`src/rtl/json_obj_stringify_if.sv`:
```
// Field-in / byte-out handshake bundle for the JSON object encoder.
// The master side is the field source and byte sink; the slave side is the encoder.
interface json_obj_stringify_if #(
   parameter int KEY_BYTES = 8,
   parameter int VAL_W     = 32
);
   localparam int LW = $clog2(KEY_BYTES + 1);

   logic                   fld_valid;
   logic                   fld_ready;
   logic [KEY_BYTES*8-1:0] fld_key;
   logic [LW-1:0]          fld_key_len;
   logic [VAL_W-1:0]       fld_val;
   logic                   fld_last;
   logic                   out_valid;
   logic                   out_ready;
   logic [7:0]             out_data;
   logic                   out_last;
   logic                   busy;
   logic                   key_trunc;

   modport master (
      output fld_valid, fld_key, fld_key_len, fld_val, fld_last, out_ready,
      input  fld_ready, out_valid, out_data, out_last, busy, key_trunc
   );

   modport slave (
      input  fld_valid, fld_key, fld_key_len, fld_val, fld_last, out_ready,
      output fld_ready, out_valid, out_data, out_last, busy, key_trunc
   );
endinterface

```
`src/rtl/json_obj_stringify.sv`:
```
// JSON object encoder: turns (key, signed value) fields into {"k":v,...} text,
// one ASCII byte per beat; decimal conversion runs while the key is being sent.
module json_obj_stringify #(
   parameter int KEY_BYTES = 8,
   parameter int VAL_W     = 32
) (
   input logic               clk,
   input logic               rst,
   json_obj_stringify_if.slave bus
);
   localparam int unsigned NDIG  = (VAL_W * 301) / 1000 + 1;
   localparam int unsigned BCD_W = NDIG * 4;
   localparam int LW = $clog2(KEY_BYTES + 1);
   localparam int DW = (NDIG > 1) ? $clog2(NDIG) : 1;
   localparam int CW = $clog2(VAL_W + 1);

   localparam logic [LW-1:0]    LEN_MAX = LW'(KEY_BYTES);
   localparam logic [LW-1:0]    IDX_ONE = LW'(1);
   localparam logic [CW-1:0]    CNT_ONE = CW'(1);
   localparam logic [CW-1:0]    CNT_ALL = CW'(VAL_W);
   localparam logic [DW-1:0]    DIG_ONE = DW'(1);
   localparam logic [VAL_W-1:0] VAL_ONE = VAL_W'(1);

   typedef enum logic [3:0] {
      S_IDLE, S_OPEN, S_Q1, S_KEY, S_Q2, S_COLON, S_SIGN, S_DIGITS, S_SEP
   } state_t;

   state_t                 state_q, state_d;
   logic [KEY_BYTES*8-1:0] key_q, key_d;
   logic [LW-1:0]          len_q, len_d;
   logic [LW-1:0]          idx_q, idx_d;
   logic                   esc_q, esc_d;
   logic                   neg_q, neg_d;
   logic                   last_q, last_d;
   logic                   busy_q, busy_d;
   logic [VAL_W-1:0]       bin_q, bin_d;
   logic [BCD_W-1:0]       bcd_q, bcd_d;
   logic [CW-1:0]          cnt_q, cnt_d;
   logic [DW-1:0]          dig_q, dig_d;
   logic                   fld_ready_q, fld_ready_d;
   logic                   out_valid_q, out_valid_d;
   logic [7:0]             out_data_q, out_data_d;
   logic                   out_last_q, out_last_d;
   logic                   key_trunc_q, key_trunc_d;

   logic                   accept, fire;
   logic [BCD_W-1:0]       adj;
   logic [7:0]             cur_q_byte, cur_d_byte;

   function automatic logic [7:0] key_byte(input logic [KEY_BYTES*8-1:0] k,
                                           input logic [LW-1:0] i);
      logic [7:0] b;
      b = '0;
      for (int unsigned n = 0; n < KEY_BYTES; n++)
         if (i == LW'(n)) b = k[n*8 +: 8];
      return b;
   endfunction

   function automatic logic needs_esc(input logic [7:0] c);
      return (c == 8'h22) || (c == 8'h5C);
   endfunction

   function automatic logic [DW-1:0] top_digit(input logic [BCD_W-1:0] b);
      logic [DW-1:0] r;
      r = '0;
      for (int unsigned n = 0; n < NDIG; n++)
         if (b[n*4 +: 4] != 4'd0) r = DW'(n);
      return r;
   endfunction

   assign bus.fld_ready = fld_ready_q;
   assign bus.out_valid = out_valid_q;
   assign bus.out_data  = out_data_q;
   assign bus.out_last  = out_last_q;
   assign bus.busy      = busy_q;
   assign bus.key_trunc = key_trunc_q;

   always_comb begin
      state_d     = state_q;
      key_d       = key_q;
      len_d       = len_q;
      idx_d       = idx_q;
      esc_d       = esc_q;
      neg_d       = neg_q;
      last_d      = last_q;
      busy_d      = busy_q;
      bin_d       = bin_q;
      bcd_d       = bcd_q;
      cnt_d       = cnt_q;
      dig_d       = dig_q;
      key_trunc_d = 1'b0;
      adj         = bcd_q;
      accept      = (state_q == S_IDLE) && bus.fld_valid && fld_ready_q;
      fire        = out_valid_q && bus.out_ready;
      cur_q_byte  = key_byte(key_q, idx_q);

      // Double-dabble, one bit per clock; the leading-digit index is latched
      // on the final step so DIGITS can start emitting without a search delay.
      if (cnt_q != '0) begin
         for (int unsigned n = 0; n < NDIG; n++)
            if (adj[n*4 +: 4] >= 4'd5) adj[n*4 +: 4] = adj[n*4 +: 4] + 4'd3;
         bcd_d = {adj[BCD_W-2:0], bin_q[VAL_W-1]};
         bin_d = {bin_q[VAL_W-2:0], 1'b0};
         cnt_d = cnt_q - CNT_ONE;
         if (cnt_q == CNT_ONE) dig_d = top_digit(bcd_d);
      end

      case (state_q)
         S_IDLE: if (accept) begin
            key_d       = bus.fld_key;
            len_d       = (bus.fld_key_len > LEN_MAX) ? LEN_MAX : bus.fld_key_len;
            key_trunc_d = bus.fld_key_len > LEN_MAX;
            neg_d       = bus.fld_val[VAL_W-1];
            last_d      = bus.fld_last;
            bin_d       = bus.fld_val[VAL_W-1] ? (~bus.fld_val + VAL_ONE) : bus.fld_val;
            bcd_d       = '0;
            cnt_d       = CNT_ALL;
            dig_d       = '0;
            idx_d       = '0;
            esc_d       = 1'b0;
            busy_d      = 1'b1;
            state_d     = busy_q ? S_Q1 : S_OPEN;
         end
         S_OPEN:  if (fire) state_d = S_Q1;
         S_Q1:    if (fire) state_d = (len_q == '0) ? S_Q2 : S_KEY;
         S_KEY: if (fire) begin
            if (needs_esc(cur_q_byte) && !esc_q) begin
               esc_d = 1'b1;
            end else begin
               esc_d = 1'b0;
               idx_d = idx_q + IDX_ONE;
               if (idx_q + IDX_ONE == len_q) state_d = S_Q2;
            end
         end
         S_Q2:    if (fire) state_d = S_COLON;
         S_COLON: if (fire) state_d = neg_q ? S_SIGN : S_DIGITS;
         S_SIGN:  if (fire) state_d = S_DIGITS;
         S_DIGITS: if (fire) begin
            if (dig_q == '0) state_d = S_SEP;
            else             dig_d   = dig_q - DIG_ONE;
         end
         S_SEP: if (fire) begin
            state_d = S_IDLE;
            if (last_q) busy_d = 1'b0;
         end
         default: state_d = S_IDLE;
      endcase

      // Outputs are registered: derive the byte for the state being entered.
      cur_d_byte  = key_byte(key_d, idx_d);
      fld_ready_d = (state_d == S_IDLE);
      out_valid_d = (state_d != S_IDLE) && !((state_d == S_DIGITS) && (cnt_d != '0));
      out_last_d  = (state_d == S_SEP) && last_d;
      case (state_d)
         S_OPEN:       out_data_d = 8'h7B;
         S_Q1, S_Q2:   out_data_d = 8'h22;
         S_KEY:        out_data_d = (!esc_d && needs_esc(cur_d_byte)) ? 8'h5C : cur_d_byte;
         S_COLON:      out_data_d = 8'h3A;
         S_SIGN:       out_data_d = 8'h2D;
         S_DIGITS:     out_data_d = 8'h30 + {4'd0, bcd_d[int'(dig_d)*4 +: 4]};
         S_SEP:        out_data_d = last_d ? 8'h7D : 8'h2C;
         default:      out_data_d = '0;
      endcase
   end

   always_ff @(posedge clk) begin
      if (rst) begin
         state_q     <= S_IDLE;
         key_q       <= '0;
         len_q       <= '0;
         idx_q       <= '0;
         esc_q       <= 1'b0;
         neg_q       <= 1'b0;
         last_q      <= 1'b0;
         busy_q      <= 1'b0;
         bin_q       <= '0;
         bcd_q       <= '0;
         cnt_q       <= '0;
         dig_q       <= '0;
         fld_ready_q <= 1'b1;
         out_valid_q <= 1'b0;
         out_data_q  <= '0;
         out_last_q  <= 1'b0;
         key_trunc_q <= 1'b0;
      end else begin
         state_q     <= state_d;
         key_q       <= key_d;
         len_q       <= len_d;
         idx_q       <= idx_d;
         esc_q       <= esc_d;
         neg_q       <= neg_d;
         last_q      <= last_d;
         busy_q      <= busy_d;
         bin_q       <= bin_d;
         bcd_q       <= bcd_d;
         cnt_q       <= cnt_d;
         dig_q       <= dig_d;
         fld_ready_q <= fld_ready_d;
         out_valid_q <= out_valid_d;
         out_data_q  <= out_data_d;
         out_last_q  <= out_last_d;
         key_trunc_q <= key_trunc_d;
      end
   end
endmodule

```
`src/flat_wrapper.sv`:
```
// flat-port wrapper written by rule: the top's interface ports become plain ports
module json_obj_stringify_flat 
#(
   parameter int KEY_BYTES = 8,
   parameter int VAL_W     = 32
)
  (clk, rst, bus_fld_valid, bus_fld_key, bus_fld_key_len, bus_fld_val, bus_fld_last, bus_out_ready, bus_fld_ready, bus_out_valid, bus_out_data, bus_out_last, bus_busy, bus_key_trunc);
  json_obj_stringify_if #(.KEY_BYTES(KEY_BYTES), .VAL_W(VAL_W)) bus_i ();
  input logic clk;
  input logic rst;
  input wire logic [$bits(bus_i.fld_valid)-1:0] bus_fld_valid;
  input wire logic [$bits(bus_i.fld_key)-1:0] bus_fld_key;
  input wire logic [$bits(bus_i.fld_key_len)-1:0] bus_fld_key_len;
  input wire logic [$bits(bus_i.fld_val)-1:0] bus_fld_val;
  input wire logic [$bits(bus_i.fld_last)-1:0] bus_fld_last;
  input wire logic [$bits(bus_i.out_ready)-1:0] bus_out_ready;
  output wire logic [$bits(bus_i.fld_ready)-1:0] bus_fld_ready;
  output wire logic [$bits(bus_i.out_valid)-1:0] bus_out_valid;
  output wire logic [$bits(bus_i.out_data)-1:0] bus_out_data;
  output wire logic [$bits(bus_i.out_last)-1:0] bus_out_last;
  output wire logic [$bits(bus_i.busy)-1:0] bus_busy;
  output wire logic [$bits(bus_i.key_trunc)-1:0] bus_key_trunc;
  assign bus_i.fld_valid = bus_fld_valid;
  assign bus_i.fld_key = bus_fld_key;
  assign bus_i.fld_key_len = bus_fld_key_len;
  assign bus_i.fld_val = bus_fld_val;
  assign bus_i.fld_last = bus_fld_last;
  assign bus_i.out_ready = bus_out_ready;
  assign bus_fld_ready = bus_i.fld_ready;
  assign bus_out_valid = bus_i.out_valid;
  assign bus_out_data = bus_i.out_data;
  assign bus_out_last = bus_i.out_last;
  assign bus_busy = bus_i.busy;
  assign bus_key_trunc = bus_i.key_trunc;
  json_obj_stringify #(.KEY_BYTES(KEY_BYTES), .VAL_W(VAL_W)) u_core (.clk(clk), .rst(rst), .bus(bus_i));
endmodule
```
`config.mk`:
```
export PLATFORM = sky130hd
export DESIGN_NAME = json_obj_stringify_flat
export DESIGN_NICKNAME = d
export VERILOG_FILES = /design/src/rtl/json_obj_stringify_if.sv /design/src/rtl/json_obj_stringify.sv /design/src/flat_wrapper.sv
export SDC_FILE = /design/constraint.sdc
export NUM_CORES = 1
export LEC_CHECK = 0
export ABC_AREA = 1
export BUFFER_PORTS_ARGS = -buffer_cell sky130_fd_sc_hd__buf_2
export CAP_MARGIN = 20
export CELL_PAD_IN_SITES_DETAIL_PLACEMENT = 0
export CELL_PAD_IN_SITES_GLOBAL_PLACEMENT = 1
export CORE_MARGIN = 5
export CORE_UTILIZATION = 42
export CTS_CLUSTER_DIAMETER = 80
export CTS_CLUSTER_SIZE = 28
export DETAILED_ROUTE_END_ITERATION = 10
export PLACE_DENSITY = 0.88
export SLEW_MARGIN = 20
export SYNTH_ARGS = -nofsm -noshare
export SYNTH_HDL_FRONTEND = slang
export SYNTH_SLANG_ARGS = --single-unit
```
`constraint.sdc`:
```
create_clock -name clk -period 4.64 [get_ports clk]
set_input_delay 0.232 -clock clk [delete_from_list [all_inputs] [get_ports clk]]
set_output_delay 0.232 -clock clk [all_outputs]
set_load 0.01 [all_outputs]
```
==> results of run 1 <==
## synthesized netlist by cell type, drive strengths merged, types with 2 or more instances
cell	n	area [µm²]
nor3b	4	30.0
inv	229	860
ha	29	363
o21ai	137	686
clkinv	3	11.3
nor4	9	56.3
o21a	4	30.0
nand3b	6	45.0
buf	17	106
a31oi	3	18.8
nor2	279	1090
or2	84	526
xor2	33	289
xnor2	11	96.3
o21bai	2	18.8
mux2i	25	250
o22ai	3	18.8
a211oi	3	22.5
a21oi	118	591
nand3	115	591
clkbuf	62	233
nand2	284	1120
o211ai	45	338
a41oi	2	17.5
o31ai	4	30.0
nand4	26	163
dfxtp	174	3480
o221ai	2	17.5
nor3	35	191
## layout by cell type (no fill, tap or decap), types with 5 or more instances in the layout
cell type / instances
nand2_1: 272
nor2_1: 270
inv_1: 215
dfxtp_1: 173
o21ai_0: 135
a21oi_1: 117
buf_2: 116
nand3_1: 111
or2_2: 71
o211ai_1: 45
nor3_1: 33
xor2_1: 33
ha_1: 28
nand4_1: 26
mux2i_1: 25
buf_4: 20
clkbuf_16: 17
inv_2: 12
xnor2_1: 11
nor4_1: 9
nand2_2: 8
or2_1: 8
nand3b_1: 6
or2_0: 5
inv_6: 5
## flip-flops by register name, indices dropped and copies added, names as in the netlist, 6 cells and up
signal	flops
u_core.key_q	64
u_core.bcd_q	40
u_core.bin_q	32
u_core.bus.out_data	8
u_core.cnt_q	6
## power groups by stage
stage | registers, mW | logic, mW | clock network [mW]
finish | 2.18 | 3.85 | 1.48
global route | 2.23 | 4.40 | 1.57
CTS | 2.18 | 3.85 | 1.52
detailed placement | 2.21 | 3.82 | 0
global placement | 2.21 | 3.81 | 0
floorplan | 2.14 | 2.82 | 0
## metrics by stage
stage               setup WS (ns)  hold slack [ns]  instances  total power, mW  instance area [µm²]
global route              -0.0429           0.0702       2186             8.21                12800
floorplan                    1.35            0.382       1754             4.96                11300
detailed placement          0.366            0.465       2154             6.03                12200
global placement            0.521            0.461       2154             6.01                12200
finish                      0.463           0.0579       2186             7.52                12800
CTS                         0.342           0.0427       2186             7.55                12800
## final timing paths
check | endpoint | cells after the start
setup reg to reg | u_core.bus.out_data[6]$_SDFF_PP0_ | 34
hold / removal | u_core.key_q[53]$_SDFF_PP0_ | 3
setup / recovery | u_core.bus.out_data[6]$_SDFF_PP0_ | 34
hold reg to reg | u_core.neg_q$_SDFFE_PP0P_ | 2
## kinds of logic (layout without fill, tap and decap cells)
family / count (synthesis) / in the layout
DFF: 174 / 174
buffers and inverters: 311 / 402
adders and majority gates: 29 / 29
muxes: 25 / 25
AOI/OAI and AO/OA: 327 / 327
and+or+nand+nor: 844 / 844
xor gates and xnor gates: 44 / 44
## layout make-up
class / count / area [µm²] / area share (%)
well taps: 341 / 427 / 3.33
flip-flops and latches: 174 / 3480 / 27.2
clock buffers: 19 / 443 / 3.45
repair buffers: 138 / 766 / 5.97
multi-input cells: 1269 / 6670 / 52.0
inverters: 232 / 877 / 6.84
clock inverters: 13 / 153 / 1.19
## critical path, delay by kind of cell (launching register included)
kind | cells | cell delay [ns]
and+or+nand+nor | 27 | 2.59
buffers and inverters | 4 | 0.50
DFF | 1 | 0.40
AOI/OAI and AO/OA | 2 | 0.36
adders and majority gates | 1 | 0.21
## metal layers
| metal | GRT usage, % | routed length (µm) | vias to the layer above |
|---|---|---|---|
| met4 | 6.27 | 673 | 2 |
| met5 | 0 | 13 | - |
| met2 | 35.4 | 15500 | 291 |
| met3 | 3.94 | 1660 | 41 |
| met1 | 28.3 | 15200 | 5134 |
| li1 | - | - | 5844 |
==> results.json, run 1 <==
{
  "die_h_um": 174,
  "slew_viol_final": 0,
  "power_frac_seq_pct": 29.0,
  "clk_pin_slew_worst_paths_ns": 0.07,
  "setup_tns_ns": 0,
  "htree_levels": 4,
  "cp-end-kind": "flop",
  "fillers": 2791,
  "p_sw_mw": 3.40,
  "relSlewSlack_pct": 29.7,
  "post_cts_buffers": 0,
  "ctsResizeCount": 0,
  "min-delay-start": "bus_fld_key[53]",
  "drt_iter0_drc": 798,
  "first_pass_iters": 5,
  "synth_mux_area_share_pct": 2.21,
  "synthSimpleGateAreaFrac_pct": 33.7,
  "p_int_mw": 4.11,
  "fin_skew_ns": 0.0214,
  "yosysWarnings": 0,
  "syn-cell-area_um2": 11300,
  "drive_above_1_share_pct": 15.4,
  "detail-route-antenna-nets": 0,
  "maxCapViolCount": 0,
  "syn_nets": 1888,
  "ir_worst_vdd_uv": 295,
  "synthAdderAreaFrac_pct": 3.20,
  "final_core_util_pct": 48.0,
  "hpwl_um": 24400,
  "post_synth.cell_area_avg_um2": 6.46,
  "setup-violations-final": 0,
  "path_class": "flop to flop",
  "synth-compound-area-share_pct": 16.1,
  "syn2layout_area_growth_pct": 13.2,
  "boundaryPins": 118,
  "synthCells": 1754,
  "io_buffers": 117,
  "critPathLaunch": "u_core.idx_q[1]$_SDFF_PP0_",
  "clockBufferDepth": 2,
  "cts_made_buffers": 17,
  "powerDensity_nw_per_um2": 586,
  "post-route-min-period_ns": 4.18,
  "synth_top_flop_cell": "dfxtp_1",
  "totalWireLength_um": 33000,
  "via_per_inst": 5.17,
  "core-area_um2": 26700,
  "crit_top_cell": "nand2_1",
  "layout_worst_path_cycle_share_pct": 90.0,
  "clock_sinks": 174,
  "crit_path_max_fanout": 29,
  "num_vias": 11312,
  "clockRootBuffer": "clkbuf_16",
  "grt_pass1_vias": 10753,
  "synth_top_family_by_area": "simple AND/OR/NAND/NOR gates",
  "run_status": "finished clean",
  "place.gp.congestion": 0.899,
  "clock_latency_ns": 0.45,
  "wire_per_inst_um": 15.1,
  "swShare_pct": 45.3,
  "hp-class": "input pin to flop",
  "grt_max_degree": 95,
  "drc": 0,
  "power.leakage_nw": 6.08,
  "cp_slowest_stage_delay_ns": 0.40,
  "cp-start-kind": "flop",
  "r2r_setup_slack_ns": 0.46,
  "rows": 60,
  "floorplan.initialDensity_pct": 42.4,
  "hold_viol": 0,
  "synthArstFlopShare_pct": 0,
  "grtUsageTotal_pct": 21.3,
  "regToRegStartpoint": "u_core.idx_q[1]$_SDFF_PP0_",
  "tritoncts": "yes",
  "critPathRequiredTime_ns": 4.99,
  "ys_seq_elements": 174,
  "antenna_found_initial": 1,
  "synth_edf_count": 0,
  "antenna_cells": 0,
  "clockPowerShare_pct": 19.7,
  "dieWidth_um": 174,
  "yosysSeqAreaShare_pct": 30.7,
  "grt_pass1_wl_um": 54000,
  "slowest_stage": "dfxtp_1",
  "clock.fmax_mhz": 239,
  "holdBufCountCts": 0,
  "synth-xor-area-share_pct": 3.40,
  "arrival_ns": 4.53,
  "overflow": 0,
  "power_frac_comb_pct": 51.2,
  "worst_slew_pin_slew_ns": 1.05,
  "final_nets": 1966,
  "ys_types": 51,
  "die_area_um2": 30400
}
Note: power is estimated with default switching activity, not from simulation.
==> run 2, diff against run 1 <==
Clock period 4.64 ns to 4.13 ns, I/O delays scaled along.
==> run 2 against run 1 <==
Cell area up 2.3%. Setup slack worse by 0.23 ns. Final cell count up 1.1%. Flip-flop and latch count stayed put. Utilization increased by 1.1 points. Clock power up 7%. Power up 12%. Largest power group unchanged.
==> results.json, run 2 (synthesis gave the netlist of run 1 again) <==
{
  "run_status": "finished clean",
  "relSlewSlack_pct": 49.6,
  "clockBufferDepth": 2,
  "detail-route-antenna-nets": 0,
  "maxCapViolCount": 0,
  "fillers": 2791,
  "power.leakage_nw": 6.20,
  "ir_worst_vdd_uv": 320,
  "final_cells": 2211,
  "place_area_um2": 12300,
  "grtUsageTotal_pct": 21.6,
  "clock_sinks": 174,
  "antenna_cells": 0,
  "slowest_stage": "dfxtp_4",
  "fin_skew_ns": 0.0140,
  "setup_tns_ns": 0,
  "arrival_ns": 4.25,
  "clock_latency_ns": 0.44,
  "grt_max_degree": 78,
  "regToRegStartpoint": "u_core.idx_q[1]$_SDFF_PP0_",
  "dp_slack_ns": 0.0624,
  "design_area_um2": 13100,
  "cts_made_buffers": 17,
  "core-area_um2": 26700,
  "grt_pass1_vias": 10783,
  "crit_path_max_fanout": 11,
  "htree_levels": 4,
  "slew_viol_final": 0,
  "final_core_util_pct": 49.1,
  "powerDensity_nw_per_um2": 643,
  "drt_iter0_drc": 918,
  "setup-violations-final": 0,
  "min-delay-start": "bus_fld_key[56]",
  "io_buffers": 117,
  "die_area_um2": 30400,
  "critPathTopFamily": "simple AND/OR/NAND/NOR gates",
  "grt_pass1_wl_um": 54300,
  "hold_viol": 0,
  "num_vias": 11552,
  "wire_per_inst_um": 15.2,
  "layout_worst_path_cycle_share_pct": 94.2,
  "largest_reg_flops": 64,
  "path_class": "flop to flop",
  "critical_path_buf_inv_count": 5,
  "boundaryPins": 118,
  "regMostFlops": "u_core.key_q",
  "hpwl_um": 24700,
  "holdWs_ns": 0.0496,
  "holdBufCountCts": 0,
  "clockRootBuffer": "clkbuf_16",
  "worst_slack_ns": 0.238,
  "syn2layout_area_growth_pct": 15.7,
  "floorplan.initialDensity_pct": 42.4,
  "cp-end-kind": "flop",
  "drive_above_1_share_pct": 17.6,
  "first_pass_iters": 5,
  "cp_slowest_stage_delay_ns": 0.37,
  "dieWidth_um": 174,
  "clk_pin_slew_worst_paths_ns": 0.07,
  "crit_top_cell": "nand2_1",
  "post-route-min-period_ns": 3.89,
  "antenna_found_initial": 1,
  "die_h_um": 174,
  "hp-class": "input pin to flop",
  "place.gp.congestion": 0.924,
  "worst_slew_pin_slew_ns": 0.755,
  "final_nets": 1992,
  "total_power_mw": 8.43,
  "final_cell_mix": "269 x nand2_1, 266 x nor2_1, 211 x inv_1",
  "dp.cells": 2161,
  "drc": 0,
  "totalWireLength_um": 33500,
  "via_per_inst": 5.22,
  "layout_commonest_cell": "nand2_1",
  "critPathRequiredTime_ns": 4.49,
  "tritoncts": "yes",
  "clock.fmax_mhz": 257,
  "overflow": 0,
  "critPathLaunch": "u_core.idx_q[1]$_SDFF_PP0_",
  "cp-start-kind": "flop",
  "top_regs": "u_core.key_q x64, u_core.bcd_q x40, u_core.bin_q x32",
  "rows": 60
}
run 2: changes by cell type in the layout (fill, tap and decap cells not counted), moves of 3 or more:
cell | before | now
nor2_1 | 270 | 266
nand2_1 | 272 | 269
nor2_2 | 4 | 8
buf_4 | 20 | 43
nand2_4 | 4 | 7
inv_1 | 215 | 211
ha_4 | 0 | 3
run 2: path summary, 6_finish.rpt:
path,to,slack (ns),cells after the start
min reg2reg,u_core.neg_q$_SDFFE_PP0P_,0.48,2
max,u_core.bus.out_data[6]$_SDFF_PP0_,0.24,31
max reg2reg,u_core.bus.out_data[6]$_SDFF_PP0_,0.24,31
min,u_core.key_q[56]$_SDFF_PP0_,0.05,3
run 2: cell type report:
cell class,count,area (µm²),share of cell area (%)
Clock buffer,20,457,3.48
Tap cell,341,427,3.25
Sequential cell,174,3490,26.6
Inverter,232,882,6.73
Multi-Input combinational cell,1270,6780,51.7
Timing Repair Buffer,163,966,7.37
Clock inverter,11,110,0.840
run 2: where the power goes:
part           internal [mW]  total [mW]  switching (mW)  leakage (nW)
clock                  0.867        1.58           0.718         0.269
sequential              2.15        2.46           0.305          1.43
combinational           1.58        4.39            2.81          4.50
run 2: timing repair:
item / 4_1_cts / 5_1_grt
gates resized for setup: 0 / 40
setup endpoints to repair: 0 / 8
setup buffers: 0 / 18
run 2: metal layers:
| layer | GRT usage [%] | part of all wire, % | up-vias |
|---|---|---|---|
| li1 | - | - | 5901 |
| met3 | 3.59 | 4.5 | 51 |
| met2 | 35.5 | 46 | 309 |
| met4 | 6.83 | 2.4 | 2 |
| met5 | 0 | 0.039 | - |
| met1 | 28.9 | 47 | 5289 |
run 2: worst reg2reg max path, delay by kind of cell (launching register included):
family                   cells  cell delay (ns)
buffers and inverters        5             0.55
adder cells (fa/ha/maj)      1             0.14
AND/OR/NAND/NOR             22             2.34
flip-flops                   1             0.37
AO/OA/AOI/OAI                3             0.41
